File: src/rtl/micro_sequencer_pkg.sv
// Shared constants for the micro-sequencer: fixed control states, Mode 3/4
// microcode entry bases, addressing offsets and entry-point helpers.
package micro_sequencer_pkg;

  localparam int STATE_W_DEF = 10;

  localparam int ST_RESET      = 0;
  localparam int ST_FETCH      = 1;
  localparam int ST_FETCH_REQ  = 2;
  localparam int ST_FETCH_WAIT = 3;
  localparam int ST_DECODE     = 4;

  localparam int M3_LDRD  = 202;
  localparam int M3_LDRSB = 226;
  localparam int M3_LDRSH = 250;
  localparam int M3_STRD  = 274;

  localparam int M4_LDMIA = 394;
  localparam int M4_LDMIB = 409;
  localparam int M4_LDMDA = 424;
  localparam int M4_LDMDB = 439;
  localparam int M4_STMIA = 455;
  localparam int M4_STMIB = 471;
  localparam int M4_STMDA = 487;
  localparam int M4_STMDB = 503;

  localparam int OFS_REG_OFFSET = 4;
  localparam int OFS_PRE_WB     = 8;
  localparam int OFS_POST       = 16;
  localparam int OFS_SUB        = 96;

  typedef enum logic [1:0] {RUN_NONE, RUN_M3, RUN_M4} run_e;

  // pwui = {P, U, I, W} = IR[24:21]
  function automatic int mode3_entry(input int base, input logic [3:0] pwui);
    int e;
    e = base;
    if (!pwui[1])            e = e + OFS_REG_OFFSET;
    if (pwui[3] && pwui[0])  e = e + OFS_PRE_WB;
    if (!pwui[3] && !pwui[0]) e = e + OFS_POST;
    if (!pwui[2])            e = e + OFS_SUB;
    return e;
  endfunction

  function automatic int mode4_base(input logic l, input logic p, input logic u);
    int b;
    case ({l, p, u})
      3'b101:  b = M4_LDMIA;
      3'b111:  b = M4_LDMIB;
      3'b100:  b = M4_LDMDA;
      3'b110:  b = M4_LDMDB;
      3'b001:  b = M4_STMIA;
      3'b011:  b = M4_STMIB;
      3'b000:  b = M4_STMDA;
      default: b = M4_STMDB;
    endcase
    return b;
  endfunction

endpackage

File: src/rtl/micro_sequencer_if.sv
// Bus between the instruction pipeline / memory system and the micro-sequencer.
interface micro_sequencer_if #(
  parameter int STATE_W = micro_sequencer_pkg::STATE_W_DEF
);
  // No valid/ready pair here: MOC is a level the sequencer samples only in a
  // MOC-wait state, IR/Cond only in decode; all outputs are registered.
  logic [31:0]        IR;
  logic               Cond;
  logic               MOC;
  logic [STATE_W-1:0] state;
  logic [3:0]         regIdx;
  logic               dblPhase;
  logic               memTimeout;
  logic               undef;
  logic               condSkip;

  modport master (
    output IR, Cond, MOC,
    input  state, regIdx, dblPhase, memTimeout, undef, condSkip
  );

  modport slave (
    input  IR, Cond, MOC,
    output state, regIdx, dblPhase, memTimeout, undef, condSkip
  );
endinterface

File: src/rtl/micro_sequencer_reg_list_scanner.sv
// Finds the next set bit of a 16-bit register list strictly beyond cur,
// scanning upward (up=1) or downward (up=0).
module reg_list_scanner (
  input  logic [15:0] list,
  input  logic [3:0]  cur,
  input  logic        up,
  output logic [3:0]  next_idx,
  output logic        found
);
  always_comb begin
    next_idx = '0;
    found    = 1'b0;
    if (up) begin
      for (int i = 15; i >= 0; i--) begin
        if (list[4'(i)] && (4'(i) > cur)) begin
          next_idx = 4'(i);
          found    = 1'b1;
        end
      end
    end else begin
      for (int i = 0; i < 16; i++) begin
        if (list[4'(i)] && (4'(i) < cur)) begin
          next_idx = 4'(i);
          found    = 1'b1;
        end
      end
    end
  end
endmodule

File: src/rtl/micro_sequencer.sv
// Microcoded control sequencer: fetch, decode, Mode 3 (LDRD/STRD/LDRSB/LDRSH)
// and Mode 4 (LDM/STM) runs, with a shared MOC timeout and abort path.
module micro_sequencer
  import micro_sequencer_pkg::*;
#(
  parameter int                 STATE_W  = STATE_W_DEF,
  parameter int                 TMO_W    = 4,
  parameter logic [STATE_W-1:0] ABORT_ST = '1
) (
  input logic              clk,
  input logic              rst_n,
  micro_sequencer_if.slave bus
);
  typedef logic [STATE_W-1:0] st_t;

  localparam st_t S_RESET      = st_t'(ST_RESET);
  localparam st_t S_FETCH      = st_t'(ST_FETCH);
  localparam st_t S_FETCH_REQ  = st_t'(ST_FETCH_REQ);
  localparam st_t S_FETCH_WAIT = st_t'(ST_FETCH_WAIT);
  localparam st_t S_DECODE     = st_t'(ST_DECODE);
  // Firing one count early makes the wait last exactly 2**TMO_W-1 cycles.
  localparam logic [TMO_W-1:0] TMO_LAST = TMO_W'((2 ** TMO_W) - 2);

  st_t              state_q, state_d, base_q, base_d, b1, b2, b3, b4;
  logic [3:0]       reg_idx_q, reg_idx_d, scan_cur, scan_next, first_idx;
  logic [TMO_W-1:0] tmo_q, tmo_d;
  logic [15:0]      list_q, list_d;
  run_e             run_q, run_d;
  logic dbl_q, dbl_d, dbl_op_q, dbl_op_d, up_q, up_d, wb_q, wb_d;
  logic tmo_pls_q, tmo_pls_d, undef_q, undef_d, skip_q, skip_d;
  logic scan_found, at_m4_base, moc_wait;
  int   m3_base;

  assign b1 = base_q + st_t'(1);
  assign b2 = base_q + st_t'(2);
  assign b3 = base_q + st_t'(3);
  assign b4 = base_q + st_t'(4);

  assign at_m4_base = (run_q == RUN_M4) && (state_q == base_q);
  assign scan_cur   = at_m4_base ? (up_q ? 4'd0 : 4'd15) : reg_idx_q;
  // The scanner is exclusive of cur, so the end bit is tested directly here.
  assign first_idx  = up_q ? (list_q[0] ? 4'd0 : scan_next)
                           : (list_q[15] ? 4'd15 : scan_next);

  reg_list_scanner u_scan (
    .list     (list_q),
    .cur      (scan_cur),
    .up       (up_q),
    .next_idx (scan_next),
    .found    (scan_found)
  );

  always_comb begin
    state_d   = S_FETCH;
    reg_idx_d = reg_idx_q;
    dbl_d     = dbl_q;
    tmo_d     = '0;
    tmo_pls_d = 1'b0;
    undef_d   = 1'b0;
    skip_d    = 1'b0;
    run_d     = run_q;
    base_d    = base_q;
    dbl_op_d  = dbl_op_q;
    list_d    = list_q;
    up_d      = up_q;
    wb_d      = wb_q;
    moc_wait  = 1'b0;
    m3_base   = 0;
    if (state_q == S_RESET) begin
      state_d = S_FETCH;
    end else if (state_q == S_FETCH) begin
      state_d = S_FETCH_REQ;
    end else if (state_q == S_FETCH_REQ) begin
      state_d = S_FETCH_WAIT;
    end else if (state_q == S_FETCH_WAIT) begin
      moc_wait = 1'b1;
      state_d  = S_DECODE;
    end else if (state_q == S_DECODE) begin
      run_d = RUN_NONE;
      dbl_d = 1'b0;
      if (!bus.Cond) begin
        skip_d = 1'b1;
      end else if (bus.IR[27:25] == 3'b000 && bus.IR[7] && bus.IR[4]) begin
        if (!bus.IR[6]) begin
          undef_d = 1'b1;
        end else begin
          m3_base  = bus.IR[20] ? (bus.IR[5] ? M3_LDRSH : M3_LDRSB)
                                : (bus.IR[5] ? M3_STRD  : M3_LDRD);
          run_d    = RUN_M3;
          base_d   = st_t'(mode3_entry(m3_base, bus.IR[24:21]));
          dbl_op_d = !bus.IR[20];
          state_d  = base_d;
        end
      end else if (bus.IR[27:25] == 3'b100) begin
        run_d   = RUN_M4;
        base_d  = st_t'(mode4_base(bus.IR[20], bus.IR[24], bus.IR[23]));
        list_d  = bus.IR[15:0];
        up_d    = bus.IR[23];
        wb_d    = bus.IR[21];
        state_d = base_d;
      end else begin
        undef_d = 1'b1;
      end
    end else if (state_q == ABORT_ST) begin
      state_d = S_FETCH;
    end else if (run_q == RUN_M3) begin
      if (state_q == base_q) begin
        state_d = b1;
      end else if (state_q == b1) begin
        state_d = b2;
      end else if (state_q == b2) begin
        moc_wait = 1'b1;
        state_d  = b3;
      end else if (state_q == b3) begin
        if (dbl_op_q && !dbl_q) begin
          dbl_d   = 1'b1;
          state_d = b1;
        end else begin
          dbl_d = 1'b0;
        end
      end
    end else if (run_q == RUN_M4) begin
      if (state_q == base_q) begin
        if (list_q == 16'h0000) begin
          undef_d = 1'b1;
        end else begin
          reg_idx_d = first_idx;
          state_d   = b1;
        end
      end else if (state_q == b1) begin
        state_d = b2;
      end else if (state_q == b2) begin
        moc_wait = 1'b1;
        state_d  = b3;
      end else if (state_q == b3) begin
        if (scan_found) begin
          reg_idx_d = scan_next;
          state_d   = b1;
        end else if (wb_q) begin
          state_d = b4;
        end
      end
    end
    if (moc_wait && !bus.MOC) begin
      if (tmo_q == TMO_LAST) begin
        state_d   = ABORT_ST;
        tmo_pls_d = 1'b1;
        dbl_d     = 1'b0;
      end else begin
        state_d = state_q;
        tmo_d   = tmo_q + 1'b1;
      end
    end
  end

  always_ff @(posedge clk or negedge rst_n) begin
    if (!rst_n) begin
      state_q   <= S_RESET;
      reg_idx_q <= '0;
      dbl_q     <= 1'b0;
      tmo_q     <= '0;
      tmo_pls_q <= 1'b0;
      undef_q   <= 1'b0;
      skip_q    <= 1'b0;
      run_q     <= RUN_NONE;
      base_q    <= '0;
      dbl_op_q  <= 1'b0;
      list_q    <= '0;
      up_q      <= 1'b0;
      wb_q      <= 1'b0;
    end else begin
      state_q   <= state_d;
      reg_idx_q <= reg_idx_d;
      dbl_q     <= dbl_d;
      tmo_q     <= tmo_d;
      tmo_pls_q <= tmo_pls_d;
      undef_q   <= undef_d;
      skip_q    <= skip_d;
      run_q     <= run_d;
      base_q    <= base_d;
      dbl_op_q  <= dbl_op_d;
      list_q    <= list_d;
      up_q      <= up_d;
      wb_q      <= wb_d;
    end
  end

  assign bus.state      = state_q;
  assign bus.regIdx     = reg_idx_q;
  assign bus.dblPhase   = dbl_q;
  assign bus.memTimeout = tmo_pls_q;
  assign bus.undef      = undef_q;
  assign bus.condSkip   = skip_q;
endmodule
File: src/flat_wrapper.sv
// flat-port wrapper written by rule: the top's interface ports become plain ports
module micro_sequencer_flat import micro_sequencer_pkg::*;
#(
  parameter int                 STATE_W  = STATE_W_DEF,
  parameter int                 TMO_W    = 4,
  parameter logic [STATE_W-1:0] ABORT_ST = '1
)
  (clk, rst_n, bus_IR, bus_Cond, bus_MOC, bus_state, bus_regIdx, bus_dblPhase, bus_memTimeout, bus_undef, bus_condSkip);
  micro_sequencer_if #(.STATE_W(STATE_W)) bus_i ();
  input logic clk;
  input logic rst_n;
  input wire logic [$bits(bus_i.IR)-1:0] bus_IR;
  input wire logic [$bits(bus_i.Cond)-1:0] bus_Cond;
  input wire logic [$bits(bus_i.MOC)-1:0] bus_MOC;
  output wire logic [$bits(bus_i.state)-1:0] bus_state;
  output wire logic [$bits(bus_i.regIdx)-1:0] bus_regIdx;
  output wire logic [$bits(bus_i.dblPhase)-1:0] bus_dblPhase;
  output wire logic [$bits(bus_i.memTimeout)-1:0] bus_memTimeout;
  output wire logic [$bits(bus_i.undef)-1:0] bus_undef;
  output wire logic [$bits(bus_i.condSkip)-1:0] bus_condSkip;
  assign bus_i.IR = bus_IR;
  assign bus_i.Cond = bus_Cond;
  assign bus_i.MOC = bus_MOC;
  assign bus_state = bus_i.state;
  assign bus_regIdx = bus_i.regIdx;
  assign bus_dblPhase = bus_i.dblPhase;
  assign bus_memTimeout = bus_i.memTimeout;
  assign bus_undef = bus_i.undef;
  assign bus_condSkip = bus_i.condSkip;
  micro_sequencer #(.STATE_W(STATE_W), .TMO_W(TMO_W), .ABORT_ST(ABORT_ST)) u_core (.clk(clk), .rst_n(rst_n), .bus(bus_i));
endmodule
File: config.mk
export PLATFORM = sky130hd
export DESIGN_NAME = micro_sequencer_flat
export DESIGN_NICKNAME = d
export VERILOG_FILES = /design/src/rtl/micro_sequencer_pkg.sv /design/src/rtl/micro_sequencer_if.sv /design/src/rtl/micro_sequencer_reg_list_scanner.sv /design/src/rtl/micro_sequencer.sv /design/src/flat_wrapper.sv
export SDC_FILE = /design/constraint.sdc
export NUM_CORES = 1
export LEC_CHECK = 0
export ABC_AREA = 0
export CAP_MARGIN = 20
export CORE_ASPECT_RATIO = 1.4
export CORE_MARGIN = 5
export CORE_UTILIZATION = 40
export CTS_BUF_LIST = sky130_fd_sc_hd__clkbuf_2 sky130_fd_sc_hd__clkbuf_4 sky130_fd_sc_hd__clkbuf_8
export DETAILED_ROUTE_END_ITERATION = 8
export GPL_TIMING_DRIVEN = 0
export SLEW_MARGIN = 25
export SYNTH_ARGS = -nofsm -noshare
export SYNTH_HDL_FRONTEND = slang
export SYNTH_SLANG_ARGS = --single-unit
export TNS_END_PERCENT = 100
File: constraint.sdc
create_clock -name clk -period 6.15 [get_ports clk]
set_input_delay 1.5375 -clock clk [delete_from_list [all_inputs] [get_ports clk]]
set_output_delay 1.5375 -clock clk [all_outputs]
set_load 0.01 [all_outputs]
==> out/qor.yml, run 1 <==
status:
  status: "finished, final reports clean"
job:
  cap_violations: 0
timing:
  maxSlewViolCount: 0
  rsz0062_at_grt: "no"
  period_needed_ns: 4.89
  fmax_mhz: 205
  max_slew_margin_pct: 39.3
  hold_violations: 0
  fin_tns_setup_ns: 0
  post-route-period-util_pct: 79.4
  tightest_slew_ns: 0.907
  finalSetupViolations: 0
  finClkSkew_ns: 0.00482
power:
  ir_drop_mv: 0.120
  p_leak_uw: 0.00240
  p_per_area_nw_per_um2: 267
yosys:
  synth_xor_area_share_pct: 9.89
  synth-adder-area-share_pct: 3.06
  ys_warn_count: 0
  synth_top_family_by_area: "simple AND/OR/NAND/NOR gates"
  synth-simple-area-share_pct: 29.7
  yosysSeqAreaShare_pct: 25.0
  synth_compound_area_share_pct: 24.9
  syn-cell-area_um2: 5310
  ys_ff_latch: 53
  synth_fp_nets: 782
  synth_top_flop_cell: "dfrtp_1"
  ys_types: 74
  synthMuxAreaShare_pct: 1.41
  synth-edff-count: 0
  syn_avg_cell_area_um2: 7.25
  synth-async-reset-ratio_pct: 100
  synth_cells: 733
cts:
  clk_pin_slew_ns: 0.10
  numClockSinks: 53
  ctsLongestPathBuffers: 2
  cts_resized: 0
  root_buffer: "clkbuf_8"
  cts_buffers: 5
  cts.hold.buffers_added: 0
  clk_latency_ns: 0.32
  cts_tree: "done"
  cts_setup_buffers: 0
  htree_levels: 2
worst_setup_path:
  end_kind: "flop"
  r2r_slack_ns: 1.26
  cp-startpoint: "u_core.base_q[1]"
  cp.arrival_ns: 5.08
  critPathKind: "reg2reg"
  timing.rr.start: "u_core.base_q[1]"
  crit_required_ns: 6.35
  worstSetupStartpointType: "flop"
  worst-path-max-fanout: 10
grt:
  grt_pass1_vias: 5903
  grt_antenna_before_repair: 0
  grt_busiest_layer: "met2"
  grt_util_met3_pct: 3.58
  track_usage_pct: 27.1
  grt_pass1_wl_mm: 33.1
  grt_overflow: 0
  grt_max_degree: 54
  grt_use_met1_pct: 30.1
  use_met2_pct: 48.2
floorplanning:
  fp.dieH_um: 146
  dieWidth_um: 107
  ios: 54
  row_count: 49
  core_um2: 12900
  die_area_um2: 15700
  start_util_pct: 41.1
min_path:
  hp-class: "reg2reg"
  min_from: "u_core.list_q[9]"
cells_and_area:
  final_cells: 961
  syn_to_final_growth_pct: 14.3
  drive_above_1_share_pct: 6.64
  nets: 831
  final_common_cell: "nand2_1"
  seq_area_um2: 1330
  layout_common_cells: "nand2_1, nor2_1, dfrtp_1, o21ai_0, a21oi_1"
  multiInputGateArea_um2: 3670
  num_antenna_cells: 0
  fill_cells: 1377
routing:
  wl_per_cell_um: 22.4
  dr.first_iter.drc_count: 430
  routed_wl_mm: 21.6
  ant_nets: 0
  drc: 0
  vias_per_cell: 6.10
  dr.pass1.iters: 7
  vias: 5861
placed_design:
  dpl.hpwl_mm: 17.1
  numPortBuffers: 42
  routabilityCongestion: 1.01
  dp_cells: 953
flip-flops by register name, indices dropped and copies added, names as in the netlist, 2 cells and up:
| signal | flops |
|---|---|
| u_core.run_q | 2 |
| u_core.base_q | 10 |
| u_core.bus.state | 10 |
| u_core.bus.regIdx | 4 |
| u_core.tmo_q | 4 |
| u_core.list_q | 16 |
worst max-delay path, stage by stage, from the launching register on:
cell      delay, ns
dfrtp_1        0.42
clkbuf_1       0.55
inv_1          0.27
ha_1           0.42
xor2_1         0.17
nand2_1        0.07
a221oi_1       0.55
o211ai_1       0.54
nor3_1         0.31
nor2_1         0.07
or2_2          0.27
clkbuf_1       0.27
or2_2          0.36
buf_2          0.20
o22ai_1        0.17
o41ai_1        0.10
cell type report:
class,count,share of cell area [%]
multi-input combinational,606,60.4
sequential,53,21.8
timing repair buffer,42,6.88
buffer,54,4.02
tap,178,3.67
clock buffer,6,1.36
inverter,20,1.24
clock inverter,2,0.618
logic make-up after synthesis:
logic type,after synthesis
XOR/XNOR,55
adder cells (fa/ha/maj),13
multiplexers,7
flip-flops,53
buffers and inverters,74
AND/OR/NAND/NOR,328
AO/OA/AOI/OAI,203
stage by stage:
stage	total power [uW]	cell area, um^2	setup WS [ns]	utilization, %	hold slack (ns)
global placement	1340	5960	1.36	46.0	0.464
detailed placement	1350	5950	1.39	46.0	0.465
global route	1710	6070	1.11	46.9	0.514
CTS	1610	6070	1.37	46.9	0.489
finish	1620	6070	1.26	46.9	0.486
floorplan	1050	5310	2.22	-	0.446
worst paths after layout:
| check | end | cells past startpoint |
|---|---|---|
| max in group asynchronous | u_core.bus.state[0] | 1 |
| worst min-delay path | u_core.list_q[9] | 2 |
| worst min register to register | u_core.list_q[9] | 2 |
| worst max-delay path | u_core.bus.state[8] | 15 |
| worst max register to register | u_core.bus.state[8] | 15 |
| min in group asynchronous | u_core.bus.regIdx[0] | 1 |
cells in the mapped netlist, types with 5 or more instances:
master,number,area (um^2)
nand2_1,109,409
nand2b_1,5,31.3
buf_2,8,40.0
o22ai_1,5,31.3
nor3_1,29,145
nor2b_1,6,37.5
a221oi_1,6,52.6
nand3_1,20,100
o21ai_0,52,260
or3_1,7,43.8
a21oi_1,50,250
o211ai_1,8,60.1
a21o_1,5,37.5
a31oi_1,12,75.1
mux2i_1,5,50.1
and3_1,7,43.8
o221ai_1,5,43.8
dfrtp_1,53,1330
o31ai_1,6,45.0
nand4_1,16,100
or2_2,10,62.6
clkbuf_1,38,143
o21bai_1,5,37.5
nor4_1,11,68.8
xor2_1,15,131
nor2_1,83,312
inv_1,20,75.1
ha_1,13,163
a211oi_1,10,75.1
xnor2_1,36,315
report_power, final:
part	switching (uW)	internal, uW
clock network	126	133
logic	566	327
registers	64.0	403
per-layer routing:
metal	vias up	part of all wire, %	routed length (um)
li1	2731	-	-
met1	2765	36	7750
met2	289	51	11000
met3	76	6.6	1420
met4	0	6.7	1440
met5	-	0	0
(Power assumes the default switching activity.)
==> run 2, diff against run 1 <==
Clock period 6.15 ns to 5 ns, I/O delays scaled along.
==> run 2 against run 1 <==
Net effect:
- count of clock-buffer cells in the layout did not move
- final cell count did not move
- utilization barely moved
- die area did not move
- sequential share of layout area barely moved
- clock skew barely moved
- routed wire length barely moved
- critical path depth fell by 1
- clock power rose by 23%
- sequential cell count did not move
- global-route usage did not move
- setup slack got worse by 1.0 ns
- critical path type unchanged
- highest routed layer unchanged
==> out/qor.yml, run 2 (synthesis gave the netlist of run 1 again) <==
status:
  status: "finished, final reports clean"
cells_and_area:
  fill_cells: 1376  # -0.073%
  num_antenna_cells: 0  # unchanged
  top_register: "u_core.list_q"
  final_cells: 961  # unchanged
  final_common_cell: "nand2_1"
  largest_reg_flops: 16  # unchanged
  drive_above_1_share_pct: 6.77  # +0.13 points
  syn_to_final_growth_pct: 14.3  # about the same
  nets: 831  # unchanged
  layout_common_cells: "nand2_1, nor2_1, dfrtp_1, o21ai_0, a21oi_1"
grt:
  grt_pass1_wl_mm: 33.1  # unchanged
  track_usage_pct: 27.1  # unchanged
  grt_antenna_before_repair: 0  # unchanged
  grt_max_degree: 54  # unchanged
  grt_overflow: 0  # unchanged
  grt_pass1_vias: 5903  # unchanged
worst_setup_path:
  rr_endpoint: "u_core.bus.state[2]"
  setup.worst_path.end: "u_core.bus.state[2]"
  cp.arrival_ns: 4.95  # -0.13 ns
  crit_required_ns: 5.20  # -1.15 ns
  end_kind: "flop"
  rr_worst_depth: 14  # -1
  cp-startpoint: "u_core.base_q[0]"
  timing.rr.start: "u_core.base_q[0]"
  worst-path-max-fanout: 10  # unchanged
  critPathKind: "reg2reg"
  r2r_slack_ns: 0.25  # -1.02 ns
  worstSetupStartpointType: "flop"
routing:
  dr.pass1.iters: 5  # -2
  top_layer_used: "met4"
  met2_length_mm: 11.0  # about the same
  wl_per_cell_um: 22.4  # about the same
  wl_met1_mm: 7.66  # -1.1%
  vias: 5887  # +0.44%
  vias_per_cell: 6.13  # +0.44%
  ant_nets: 0  # unchanged
  dr.first_iter.drc_count: 429  # -0.23%
  drc: 0  # unchanged
  wl_met3_mm: 1.50  # +5.9%
  routed_wl_mm: 21.6  # about the same
placed_design:
  dpl.hpwl_mm: 17.1  # unchanged
  routabilityCongestion: 1.01  # unchanged
  dp_cells: 953  # unchanged
  numPortBuffers: 42  # unchanged
  pre_cts_ws_ns: 0.236  # -1.15 ns
cts:
  cts_tree: "done"
  numClockSinks: 53  # unchanged
  root_buffer: "clkbuf_8"
  ctsLongestPathBuffers: 2  # unchanged
  cts_setup_buffers: 0  # unchanged
  htree_levels: 2  # unchanged
  cts_resized: 0  # unchanged
  clk_pin_slew_ns: 0.10  # about the same
  cts_buffers: 5  # unchanged
  cts.hold.buffers_added: 0  # unchanged
  clk_latency_ns: 0.32  # about the same
power:
  ir_drop_mv: 0.148  # +23%
  total_power_uw: 1990  # +23%
  p_per_area_nw_per_um2: 328  # +23%
  p_leak_uw: 0.00240  # +0.14%
min_path:
  hp-class: "reg2reg"
floorplanning:
  ios: 54  # unchanged
  die_area_um2: 15700  # unchanged
  dieWidth_um: 107  # unchanged
  core_um2: 12900  # unchanged
  fp.dieH_um: 146  # unchanged
  row_count: 49  # unchanged
  start_util_pct: 41.1  # unchanged
timing:
  fin_tns_setup_ns: 0  # unchanged
  max_slew_margin_pct: 39.0  # -0.24 points
  fmax_mhz: 210  # +2.8%
  period_needed_ns: 4.75  # -0.132 ns
  maxSlewViolCount: 0  # unchanged
  rsz0062_at_grt: "no"
  hold_violations: 0  # unchanged
  finalSetupViolations: 0  # unchanged
  setup_ws_ns: 0.247  # -1.02 ns
  holdWs_ns: 0.486  # unchanged
  tightest_slew_ns: 0.911  # +0.00353 ns
  finClkSkew_ns: 0.00508  # +0.000262 ns
  post-route-period-util_pct: 95.1  # +16 points
job:
  cap_violations: 0  # unchanged
-- run 2: cell type report --
cell class / count / area, um^2 / share of cell area (%)
inverters: 20 / 75.1 / 1.24
well taps: 178 / 223 / 3.67
flip-flops and latches: 53 / 1330 / 21.8
multi-input cells: 606 / 3670 / 60.4
repair buffers: 42 / 418 / 6.88
clock inverters: 2 / 37.5 / 0.618
clock buffers: 6 / 82.6 / 1.36
plain buffers: 54 / 245 / 4.04
-- run 2: worst max-delay path, stage by stage (launching register included) --
cell      delay [ns]
dfrtp_1         0.46
clkbuf_1        0.52
inv_1           0.29
ha_1            0.25
clkbuf_1        0.23
inv_1           0.16
a31oi_1         0.10
nor4_1          0.62
nand4_1         0.45
nor3_1          0.43
a211oi_1        0.13
a21oi_1         0.17
o31ai_1         0.11
a221o_1         0.36
a221oi_1        0.36
-- run 2: how the worst min path moves through the flow --
stage,endpoint,slack [ns],cells after the start,from
3_5_place_dp,u_core.list_q[8],0.47,2,u_core.list_q[8]
5_1_grt,u_core.list_q[9],0.51,2,u_core.list_q[9]
6_report,u_core.list_q[9],0.49,2,u_core.list_q[9]
3_3_place_gp,u_core.list_q[13],0.46,2,u_core.list_q[13]
2_1_floorplan,u_core.list_q[10],0.45,2,u_core.list_q[10]
4_1_cts,u_core.list_q[8],0.49,2,u_core.list_q[8]
-- run 2: layer usage --
| layer | vias to the layer above | track usage, % |
|---|---|---|
| met4 | 0 | 16.6 |
| met3 | 73 | 3.58 |
| met1 | 2774 | 30.1 |
| met5 | - | 0 |
| li1 | 2730 | - |
| met2 | 310 | 48.2 |
-- run 2: report_power, final --
part           total [uW]  internal (uW)  switching, uW
Combinational        1100            403            697
Clock                 318            163            155
Sequential            575            496           78.9
-- run 2: through the flow --
stage,area [um^2],util [%]
floorplan,5310,-
global placement,5960,46.0
detailed placement,5950,46.0
CTS,6070,46.9
global route,6070,47.0
finish,6070,47.0
==> RTL edit 1 (config.mk and constraints of run 2) <==
Reset style: synchronous (`rst_n`), changed in one clocked block.
--- a/src/rtl/micro_sequencer.sv
+++ b/src/rtl/micro_sequencer.sv
@@ -153,7 +153,7 @@
     end
   end
 
-  always_ff @(posedge clk or negedge rst_n) begin
+  always_ff @(posedge clk) begin
     if (!rst_n) begin
       state_q   <= S_RESET;
       reg_idx_q <= '0;
Check against the original RTL: not settled (the Yosys comparison gave no result); the edit may change what the design does.
==> RTL edit 1 against run 2 <==
Via count grew 5.5%; synthesized area fell by 2.0%; sequential cell count unchanged; cell count grew 0.31%; hold slack worse by 0.020 ns; first-iteration DRC count increased by 5.8%; worst setup slack gained 0.33 ns; cell area down 2.4%; clock skew grew 0.0018 ns; sequential share of layout area down 3.9 points; count of clock-buffer cells in the layout fell by 1; wire length fell by 3.4%; critical path type unchanged.
Power is not compared: it rests on default switching activity, and its combinational part moved more than twofold at a synthesized area within 25%.
==> RTL edit 1: results (changes against run 2) <==
stage,metric,value,unit,change
outcome,status,"complete, no violations",,
synthesis,seq_area_frac_synth,20.39,%,-4.6 points
synthesis,synth_edf_count,0,,unchanged
grt,antenna_found_initial,0,,unchanged
synthesis,synthTopCellsByCount,"nand2_1, nor2_1, a21oi_1, o21ai_0, dfxtp_1",,
detailed_routing,wire_per_inst,21.60,um,-3.7%
layout,top_register,u_core.list_q,,
min_path,hp-class,flip-flop to flip-flop,,
placement,hpwl,16.48,mm,-3.6%
power_and_ir_drop,peakVddDrop,0.1905,mV,
layout,drive_above_1_share,6.782,%,+0.013 points
timing,slew_headroom,43.19,%,+4.2 points
clock_tree,clockBufferDepth,2,,unchanged
layout,fillerInstances,1378,,+0.15%
critical_path,worstPathArrival,4.65,ns,-0.30 ns
placement,place_ws,0.5705,ns,+0.3340 ns
timing,fin_skew,0.006920,ns,+0.001839 ns
clock_tree,cts_hold_buf,0,,unchanged
detailed_routing,detail_route.first_pass.iterations,6,,+1
detailed_routing,vias,6211,,+5.5%
clock_tree,insertion_delay,0.32,ns,about the same
critical_path,cp_max_fo,10,,unchanged
synthesis,syn_nets,808,,+3.3%
synthesis,synthTopCellsByArea,"dfxtp_1, nand2_1, a21oi_1",,
detailed_routing,dr.first_iter.drc_count,454,,+5.8%
placement,portBuffers,44,,+4.8%
layout,layout.nets,859,,+3.4%
clock_tree,cts-buffers-inserted,5,,unchanged
clock_tree,postCtsResizedCells,0,,unchanged
synthesis,ys_types,76,,+2.7%
synthesis,synthArstFlopShare,0,%,-100 points
clock_tree,clk_pin_slew,0.10,ns,about the same
power_and_ir_drop,leakagePower,1.966,nW,
grt,grt_util_all_layers,26.64,%,-0.47 points
grt,grt_pass1_vias,5831,,-1.2%
grt,grt_max_degree,19,,-65%
layout,largest_register_ffs,16,,unchanged
grt,grt_pass1_wl,32.69,mm,-1.2%
clock_tree,clockRootBuffer,clkbuf_8,,
clock_tree,htreeDepth,2,,unchanged
clock_tree,cts_setup_buffers,0,,unchanged
synthesis,synth-warning-count,0,,unchanged
placement,place.gp.congestion,0.9565,,-5.1%
layout,insertedDiodeCount,0,,unchanged
## RTL edit 1: cell types whose count changed after synthesis, moves of 6 or more
cell	delta
a21oi_1	+23
buf_2	+7
o211ai_1	+6
dfxtp_1	+53
o22ai_1	+8
dfrtp_1	-53
o21ai_0	+13
nor2_1	-8
nor3_1	-11
nand2b_1	+7
## RTL edit 1: kinds of logic (layout without fill, tap and decap cells)
group / Yosys count / in the layout / share of synthesized area, %
xor+xnor: 53 / 53 / 9.858
buf+inv: 75 / 127 / 6.227
compound gates: 251 / 251 / 30.32
simple gates: 301 / 301 / 27.48
fa+ha+maj: 13 / 13 / 3.126
mux: 13 / 13 / 2.597
flops: 53 / 53 / 20.39
## RTL edit 1: metal layers
layer,vias up,track usage [%],share of wire [%]
li1,2866,-,-
met1,2917,33.64,39
met2,360,44.99,48
met3,68,3.022,8.6
met4,0,12.31,4.7
met5,-,0,0
## RTL edit 1: final timing paths
check | endpoint | slack (ns) | depth (start not counted) | start
worst max-delay path | u_core.bus.state[3] | 0.57 | 13 | u_core.base_q[3]
worst min-delay path | u_core.list_q[8] | 0.47 | 2 | u_core.list_q[8]
worst max register to register | u_core.bus.state[3] | 0.57 | 13 | u_core.base_q[3]
worst min register to register | u_core.list_q[8] | 0.47 | 2 | u_core.list_q[8]
## RTL edit 1: metrics by stage
stage          utilization (%)  total power [mW]  hold WS [ns]  std cells  area [um2]
3_5_place_dp             45.54            0.6207        0.4545        956        5836
4_1_cts                  46.27            0.8787        0.4691        964        5929
6_report                 46.27            0.8772        0.4653        964        5929
3_3_place_gp             45.54            0.6204        0.4433        956        5836
2_1_floorplan                -            0.5457        0.4297        759        5204
5_1_grt                  46.27            0.9145        0.4945        964        5929
## RTL edit 1: area by class of cell
class	count	share of cell area, %
plain buffers	59	4.452
multi-input cells	631	64.40
inverters	16	1.013
well taps	153	3.229
clock inverters	3	0.4220
clock buffers	5	1.161
repair buffers	44	7.428
flip-flops and latches	53	17.89
## RTL edit 1: power by group
group	leakage, nW	internal, mW	switching [mW]	total, mW
clock	0.0447	0.102	0.158	0.260
sequential	0.427	0.424	0.00193	0.426
combinational	1.49	0.0677	0.123	0.191
## RTL edit 1: worst max-delay path, cell delays in order, from the launching register on
cell and delay [ns]:
dfxtp_1 0.51, ha_1 0.25, clkbuf_1 0.39, and2_1 0.30, and4_1 0.33, xnor2_1 0.16
mux2i_1 0.35, or3_1 0.16, clkbuf_1 0.38, clkbuf_1 0.54, a21oi_1 0.17, a2111oi_0 0.39
o21ai_0 0.22, o211a_1 0.16
==> RTL edit 2 (settings of run 2) <==
Made on the original files. `TMO_W` is set to 4 in 2 places; all go to 2.
--- a/src/rtl/micro_sequencer.sv
+++ b/src/rtl/micro_sequencer.sv
@@ -4,7 +4,7 @@
   import micro_sequencer_pkg::*;
 #(
   parameter int                 STATE_W  = STATE_W_DEF,
-  parameter int                 TMO_W    = 4,
+  parameter int                 TMO_W    = 2,
   parameter logic [STATE_W-1:0] ABORT_ST = '1
 ) (
   input logic              clk,
--- a/src/flat_wrapper.sv
+++ b/src/flat_wrapper.sv
@@ -2,7 +2,7 @@
 module micro_sequencer_flat import micro_sequencer_pkg::*;
 #(
   parameter int                 STATE_W  = STATE_W_DEF,
-  parameter int                 TMO_W    = 4,
+  parameter int                 TMO_W    = 2,
   parameter logic [STATE_W-1:0] ABORT_ST = '1
 )
   (clk, rst_n, bus_IR, bus_Cond, bus_MOC, bus_state, bus_regIdx, bus_dblPhase, bus_memTimeout, bus_undef, bus_condSkip);
Behaviour: same outputs for any inputs over 4 cycles, from zero or initial values and one cycle with rst_n low; that may be too few to reach the edited logic, so the function may still have changed.
==> RTL edit 2 against run 2 <==
Cell count decreased by 7.7%; synthesized area decreased by 2.6%; via count decreased by 2.8%; worst setup slack improved by 0.21 ns; non-clock buffer count decreased by 3; hold slack got worse by 0.014 ns; cell area decreased by 2.9%; wire length decreased by 6.4%; sequential cell count decreased by 2; critical path type unchanged.
Power is not compared: it rests on default switching activity, and its combinational part moved more than twofold at a synthesized area within 25%.
==> RTL edit 2: results (changes against run 2) <==
stage,metric,value,unit,change
outcome,status,"complete, no violations",,
layout,fillerInstances,1338,,-2.8%
synthesis,ys_types,72,,-2.7%
power_and_ir_drop,internal_power,1.404,mW,
placement,portBuffers,43,,+2.4%
detailed_routing,wire_per_inst,22.76,um,+1.5%
critical_path,worstPathArrival,4.78,ns,-0.17 ns
synthesis,synthTopCellsByArea,"dfrtp_1, nor2_1, a21oi_1",,
placement,hpwl,15.83,mm,-7.4%
synthesis,synthTopCellsByCount,"nor2_1, nand2_1, a21oi_1, dfrtp_1, o21ai_0",,
layout,layout.nets,780,,-6.1%
placement,dp.cells,879,,-7.8%
critical_path,crit_path_max_incr_delay,0.70,ns,+0.08 ns
timing,fin_skew,0.01656,ns,+0.01148 ns
layout,drive_above_1_share,7.357,%,+0.59 points
synthesis,synth-warning-count,0,,unchanged
detailed_routing,dr.first_iter.drc_count,498,,+16%
synthesis,syn_nets,730,,-6.6%
grt,grt_max_degree,52,,-3.7%
grt,grt_pass1_wl,31.32,mm,-5.3%
grt,grt_pass1_vias,5659,,-4.1%
placement,place.gp.congestion,1.030,,+2.1%
clock_tree,cts-buffers-inserted,5,,unchanged
placement,place_ws,0.5216,ns,+0.2852 ns
placement,placed_area,0.005807,mm2,-2.5%
layout,layout.cells.non_filler,887,,-7.7%
critical_path,cpLargestDelayFamily,compound AO/OA/AOI/OAI gates,,
grt,grt_util_all_layers,26.48,%,-0.62 points
timing,tightest_slew,1.011,ns,+0.1008 ns
synthesis,syn_avg_cell_area,7.577,um2,+4.5%
critical_path,cpMaxStageDelayCell,o21ai_0,,
critical_path,r2r_cells,14,,unchanged
detailed_routing,via_per_inst,6.449,,+5.3%
min_path,hp-class,flip-flop to flip-flop,,
min_path,whs_path_depth,1,,-1
min_path,min_from,u_core.tmo_q[0],,
synthesis,seq_area_frac_synth,24.66,%,-0.30 points
[RTL edit 2: worst paths after layout]
kind	end	slack [ns]
worst max-delay path	u_core.bus.state[7]	0.46
worst min-delay path	u_core.tmo_q[0]	0.47
worst max register to register	u_core.bus.state[7]	0.46
worst min register to register	u_core.tmo_q[0]	0.47
max in group asynchronous	u_core.dbl_op_q	3.56
min in group asynchronous	u_core.bus.regIdx[1]	0.96
[RTL edit 2: cells by family after synthesis]
group | synth area share (%)
compound gates | 28.75
mux | 5.102
xor+xnor | 7.785
flops | 24.66
simple gates | 25.87
buf+inv | 5.174
fa+ha+maj | 2.660
[RTL edit 2: layout make-up]
cell class,count,area (um2),share of cell area (%)
Buffer,50,215.2,3.649
Clock buffer,5,68.82,1.167
Clock inverter,3,22.52,0.3818
Inverter,14,52.55,0.8910
Multi-Input combinational cell,568,3643,61.77
Sequential cell,51,1276,21.64
Tap cell,153,191.4,3.246
Timing Repair Buffer,43,427.9,7.255
[RTL edit 2: power groups by stage]
stage	logic, mW	clock network (mW)	registers, mW
2_1_floorplan	1.58	0	0.607
3_3_place_gp	2.33	0	0.638
3_5_place_dp	2.34	0	0.641
4_1_cts	2.35	0.268	0.632
5_1_grt	2.60	0.284	0.647
6_report	2.42	0.256	0.636
[RTL edit 2: routing by layer]
| metal | wire length, um | vias up | track usage [%] |
|---|---|---|---|
| li1 | - | 2647 | - |
| met1 | 7171 | 2641 | 29.92 |
| met2 | 10010 | 339 | 46.28 |
| met3 | 1467 | 93 | 2.903 |
| met4 | 1546 | 0 | 19.17 |
| met5 | 0 | - | 0 |
